===== src/rtl/instr_fetch_unit.sv =====
// Instruction fetch and field-split unit: runs PC load / instruction load / PC increment
// strobes against a synchronous ROM and splits the committed word into register fields.
module instr_fetch_unit #(
    parameter int              PC_W     = 8,
    parameter int              DATA_W   = 16,
    parameter logic [PC_W-1:0] RESET_PC = '0
) (
    input  logic              clk,
    input  logic              rst_n,
    input  logic              cs_pc_load,
    input  logic              cs_ins_load,
    input  logic              cs_pc_inc,
    output logic [PC_W-1:0]   rom_addr,
    output logic              rom_rd,
    input  logic [DATA_W-1:0] rom_data,
    output logic [PC_W-1:0]   pc,
    output logic [3:0]        opcode,
    output logic [2:0]        dst_addr,
    output logic [2:0]        src_addr,
    output logic [DATA_W-1:0] imm,
    output logic              ins_valid,
    output logic              imm_valid,
    output logic              ext_pending,
    output logic              busy,
    output logic              err
);

    typedef enum logic [1:0] {F_IDLE, F_REQ, F_WAIT, F_FULL} fstate_e;

    fstate_e             state_q, state_d;
    logic [PC_W-1:0]     pc_q, pc_d;
    logic [PC_W-1:0]     addr_q, addr_d;
    logic                rd_q, rd_d;
    logic [DATA_W-1:0]   fbuf_q, fbuf_d;
    logic [9:0]          ir_q, ir_d;     // only the opcode/dst/src bits of IR are ever observed
    logic [DATA_W-1:0]   imm_q, imm_d;
    logic                ins_pend_q, ins_pend_d;
    logic                insv_q, insv_d;
    logic                immv_q, immv_d;
    logic                ext_q, ext_d;
    logic                busy_q, busy_d;
    logic                err_q, err_d;
    logic                commit;
    logic [DATA_W-1:0]   commit_word;

    always_comb begin
        // NOTE: every signal written here gets a default first, so no path can infer a latch.
        state_d     = state_q;
        pc_d        = cs_pc_inc ? pc_q + PC_W'(1) : pc_q;
        addr_d      = addr_q;
        fbuf_d      = fbuf_q;
        ir_d        = ir_q;
        imm_d       = imm_q;
        ins_pend_d  = ins_pend_q;
        insv_d      = insv_q;
        immv_d      = immv_q;
        ext_d       = ext_q;
        err_d       = err_q;
        commit      = 1'b0;
        commit_word = fbuf_q;

        unique case (state_q)
            F_IDLE: begin
                if (cs_pc_load) begin
                    state_d    = F_REQ;
                    addr_d     = pc_q;
                    ins_pend_d = cs_ins_load;
                end else if (cs_ins_load) begin
                    err_d = 1'b1;
                end
            end
            F_REQ: begin
                state_d = F_WAIT;
                if (cs_pc_load)  err_d      = 1'b1;
                if (cs_ins_load) ins_pend_d = 1'b1;
            end
            F_WAIT: begin
                if (cs_pc_load) err_d = 1'b1;
                if (ins_pend_q || cs_ins_load) begin
                    commit      = 1'b1;
                    commit_word = rom_data;
                    ins_pend_d  = 1'b0;
                    state_d     = F_IDLE;
                end else begin
                    fbuf_d  = rom_data;
                    state_d = F_FULL;
                end
            end
            F_FULL: begin
                // A simultaneous load/commit retires the buffered word before refetching.
                if (cs_ins_load) begin
                    commit  = 1'b1;
                    state_d = F_IDLE;
                end
                if (cs_pc_load) begin
                    state_d = F_REQ;
                    addr_d  = pc_q;
                end
            end
            default: state_d = F_IDLE;
        endcase

        if (commit) begin
            if (ext_q) begin
                imm_d  = commit_word;
                immv_d = 1'b1;
                ext_d  = 1'b0;
            end else begin
                ir_d   = commit_word[DATA_W-1 -: 10];
                insv_d = 1'b1;
                immv_d = 1'b0;
                ext_d  = (commit_word[DATA_W-1 -: 3] == 3'b110);
            end
        end

        rd_d   = (state_d == F_REQ);
        busy_d = (state_d == F_REQ) || (state_d == F_WAIT) || ins_pend_d;
    end

    always_ff @(posedge clk or negedge rst_n) begin
        // NOTE: state registers use non-blocking assignments so all of them update together.
        if (!rst_n) begin
            state_q    <= F_IDLE;
            pc_q       <= RESET_PC;
            addr_q     <= '0;
            rd_q       <= 1'b0;
            fbuf_q     <= '0;
            ir_q       <= '0;
            imm_q      <= '0;
            ins_pend_q <= 1'b0;
            insv_q     <= 1'b0;
            immv_q     <= 1'b0;
            ext_q      <= 1'b0;
            busy_q     <= 1'b0;
            err_q      <= 1'b0;
        end else begin
            state_q    <= state_d;
            pc_q       <= pc_d;
            addr_q     <= addr_d;
            rd_q       <= rd_d;
            fbuf_q     <= fbuf_d;
            ir_q       <= ir_d;
            imm_q      <= imm_d;
            ins_pend_q <= ins_pend_d;
            insv_q     <= insv_d;
            immv_q     <= immv_d;
            ext_q      <= ext_d;
            busy_q     <= busy_d;
            err_q      <= err_d;
        end
    end

    assign rom_addr    = addr_q;
    assign rom_rd      = rd_q;
    assign pc          = pc_q;
    assign opcode      = ir_q[9:6];
    assign dst_addr    = ir_q[5:3];
    assign src_addr    = ir_q[2:0];
    assign imm         = imm_q;
    assign ins_valid   = insv_q;
    assign imm_valid   = immv_q;
    assign ext_pending = ext_q;
    assign busy        = busy_q;
    assign err         = err_q;

endmodule

===== config.mk =====
export PLATFORM = sky130hd
export DESIGN_NAME = instr_fetch_unit
export DESIGN_NICKNAME = d
export VERILOG_FILES = /design/src/rtl/instr_fetch_unit.sv
export SDC_FILE = /design/constraint.sdc
export NUM_CORES = 1
export LEC_CHECK = 0
export ABC_AREA = 1
export BUFFER_PORTS_ARGS = -buffer_cell sky130_fd_sc_hd__buf_2
export CAP_MARGIN = 20
export CORE_ASPECT_RATIO = 1.4
export CORE_MARGIN = 3
export CORE_UTILIZATION = 30
export CTS_CLUSTER_DIAMETER = 40
export DETAILED_ROUTE_END_ITERATION = 8
export PLACE_DENSITY = 0.51
export SLEW_MARGIN = 25
export SYNTH_ARGS = -nofsm -noshare
export SYNTH_HDL_FRONTEND = slang
export SYNTH_SLANG_ARGS = --single-unit
export TNS_END_PERCENT = 100

===== constraint.sdc =====
create_clock -name clk -period 2.3 [get_ports clk]
set_clock_uncertainty 0.1 [all_clocks]
set_input_delay 0.23 -clock clk [delete_from_list [all_inputs] [get_ports clk]]
set_output_delay 0.23 -clock clk [all_outputs]
set_load 0.02 [all_outputs]

==> metrics.txt <==
Worst R2R Path Depth 7; Synthesized Nets between 300 and 400; RR Endpoint imm[14]$_DFFE_PN0P_; post-synthesis sequential element count 67; P_leak 0.00204 uW; Max Cap Viol 0; synthesized cell area 0.00293 sq mm; simple-gate share of the synthesized area 20.5%; Port Buffers between 60 and 70; DRT iter0 DRCs 67; Initial Utilization 30.8%; post-synthesis xor/xnor area fraction 1.79%; Max-slew headroom between 60% and 70%; final slew viol count 0; largest net degree at the start of global routing 68; Max clock buf depth 2; GPL Wtd Cong 0.797; vias in the first global route 2266; Synth Flop Type dfrtp_1; Hold Slack about 0.04 ns; crit path max fanout 13; RSZ-0062 raised after global routing false; post-synthesis instance total roughly 330; routed vias 2291; setup TNS 0 ns; VDD IR max 0.000583 V; post-DP HPWL 4660 um; top cells by area, synth dfrtp_1, nand2_1, inv_1; share of post-route cells with drive strength above 1 between 20% and 30%; # H-tree levels 3; die width 89.6 um; Clock Latency Late Sink 0.32 ns; Least-Margin Pin Slew 0.458 ns; hold crit path type in2reg; crit path capture type flop; Syn Area/Cell 8.81 sq um; top cell type's share of synthesized area 57.1%; Resized Gates After CTS 0; largest area contributor in the netlist dfrtp_1; post-synth cell types 23; EDFF count, synth 0; largest family of logic cells by synthesized area simple AND/OR/NAND/NOR gates; die area roughly 0.011 sq mm; Post-Synth Adder-Cell Area 2.99%; Clock Sinks 67; status finished, final reports clean; post-synthesis mux area share 1.92%; Avg WL per Cell 11.8 um; CP dominant cell by count nand2_2; Synth top cells by count nand2_1, dfrtp_1, inv_1; Final #Nets between 400 and 500; Die H 123 um; io pins 69; most common cell in the netlist nand2_1; synth warn 0; final wirelength 6400 um; Power Total 5400 uW; R2R Setup Slk a little over 0.5 ns; First-pass DRT Iterations 4; HP Start cs_pc_inc; TritonCTS Buffers 9; row count 42; GRT Util Overall about an eighth; grt ovf 0; final hold violations 0; CP max stage delay 0.37 ns; PD cells 1440 mW/mm^2; Reg2Reg Launch Point state_q[0]$_DFF_PN0_; Async SR Flop Fraction 100%; endpoints failing setup 0; vias per cell between 4 and 5; sequential share of the synthesized area 57.1%; Worst Path Arrival ~1.9 ns; Layout area overhead 28.0%; post-route ant nets 0; share of the clock period used by the worst path 78.0%; TritonCTS clock tree yes; CP Launch Type flop; antenna violations before repair 0; f_max 558 MHz; Post-CTS Setup Inserts 0; Synth Area in Compound Gates 8.23%; Worst Path Required roughly 2.4 ns; CP Class reg2reg; CORE AREA 0.00951 sq mm; first-pass GRT wire length about 11000 um; hold depth 2; root buffer cell clkbuf_16; hold endpoint pc[0]$_DFFE_PN0P_; post-route minimum period between 1.5 and 2 ns; DRC viols 0; Worst-path clk slew 0.05 ns; slowest stage cell, crit path dfrtp_1; CP Cell Sequence inv_1 > ha_1 > o21ai_2 > nand2_2 > nand2_2 > buf_4 > o21ai_0; ANT cells 0
-- per-stage QoR --
stage                     setup slack [ns]  util (%)  std cells  cell area (sq um)
final                                0.506      39.5        544               3760
after global routing                 0.289      39.5        544               3760
after CTS                            0.477      39.5        544               3760
after detailed placement             0.483      35.9        527               3420
after global placement               0.537      35.9        527               3420
after floorplan                      0.722         -        333               2930
-- worst max-delay path: cells and delay by family, from the launching register on --
| family | cells | cell delay (ns) |
|---|---|---|
| adder cells (fa/ha/maj) | 1 | 0.27 |
| flip-flops | 1 | 0.37 |
| AO/OA/AOI/OAI | 2 | 0.31 |
| AND/OR/NAND/NOR | 2 | 0.31 |
| buffers and inverters | 2 | 0.31 |
-- per-layer routing --
layer	vias to the layer above	routed length [um]	GRT usage, %
met1	1055	2770	15.4
met3	10	385	4.40
met4	0	99	5.03
met5	-	0	0
li1	1173	-	-
met2	53	3140	20.4
-- report_power, final --
part           leakage, uW  internal, uW  total (uW)  switching [uW]
combinational      0.00106           689        1940            1250
sequential        0.000822          1670        1960             293
clock             0.000159          1010        1490             488
total              0.00204          3370        5400            2030
-- placed cells by master, fill, tap and decap left out, drive strengths merged, types with 2 or more instances in the layout --
master,count
nand2,126
nor2,15
xor2,6
clkbuf,12
dfrtp,67
ha,7
a21oi,10
nand4,2
o211ai,2
nand3,7
inv,39
buf,73
mux2,5
o21ai,33
bufinv,2
-- worst max path at each step --
stage	from	end	cells past startpoint
after floorplan	state_q[1]$_DFF_PN0_	rom_addr[5]$_DFFE_PN0P_	6
after global placement	state_q[1]$_DFF_PN0_	rom_addr[5]$_DFFE_PN0P_	5
after detailed placement	state_q[0]$_DFF_PN0_	imm[14]$_DFFE_PN0P_	7
after CTS	state_q[0]$_DFF_PN0_	imm[14]$_DFFE_PN0P_	7
after global routing	state_q[0]$_DFF_PN0_	imm[3]$_DFFE_PN0P_	8
final	state_q[0]$_DFF_PN0_	imm[14]$_DFFE_PN0P_	7
-- sequential cells by signal, indices dropped and copies added (netlist names) --
| signal | flops |
|---|---|
| busy | 1 |
| ir_q | 10 |
| imm_valid | 1 |
| fbuf_q | 16 |
| rom_rd | 1 |
| state_q | 2 |
| pc | 8 |
| imm | 16 |
| rom_addr | 8 |
| err | 1 |
| ins_valid | 1 |
| ext_pending | 1 |
| ins_pend_q | 1 |
-- area by class of cell --
class	count	area, sq um
Sequential cell	67	1680
Fill cell	986	5760
Tap cell	132	165
Inverter	39	146
Clock buffer	12	256
Multi-Input combinational cell	216	1040
Timing Repair Buffer	74	400
Clock inverter	4	72.6
-- cells by family after synthesis --
kind of cell             count (synthesis)
buffers and inverters                   50
AND/OR/NAND/NOR                        152
adder cells (fa/ha/maj)                  7
flip-flops                              67
XOR/XNOR                                 6
multiplexers                             5
AO/OA/AOI/OAI                           46
-- what timing repair did --
item / CTS / global route
hold endpoints to repair: 67 / 0
setup endpoints to repair: 0 / 0
hold buffers: 1 / 0
Power figures use the tool's default switching activity.
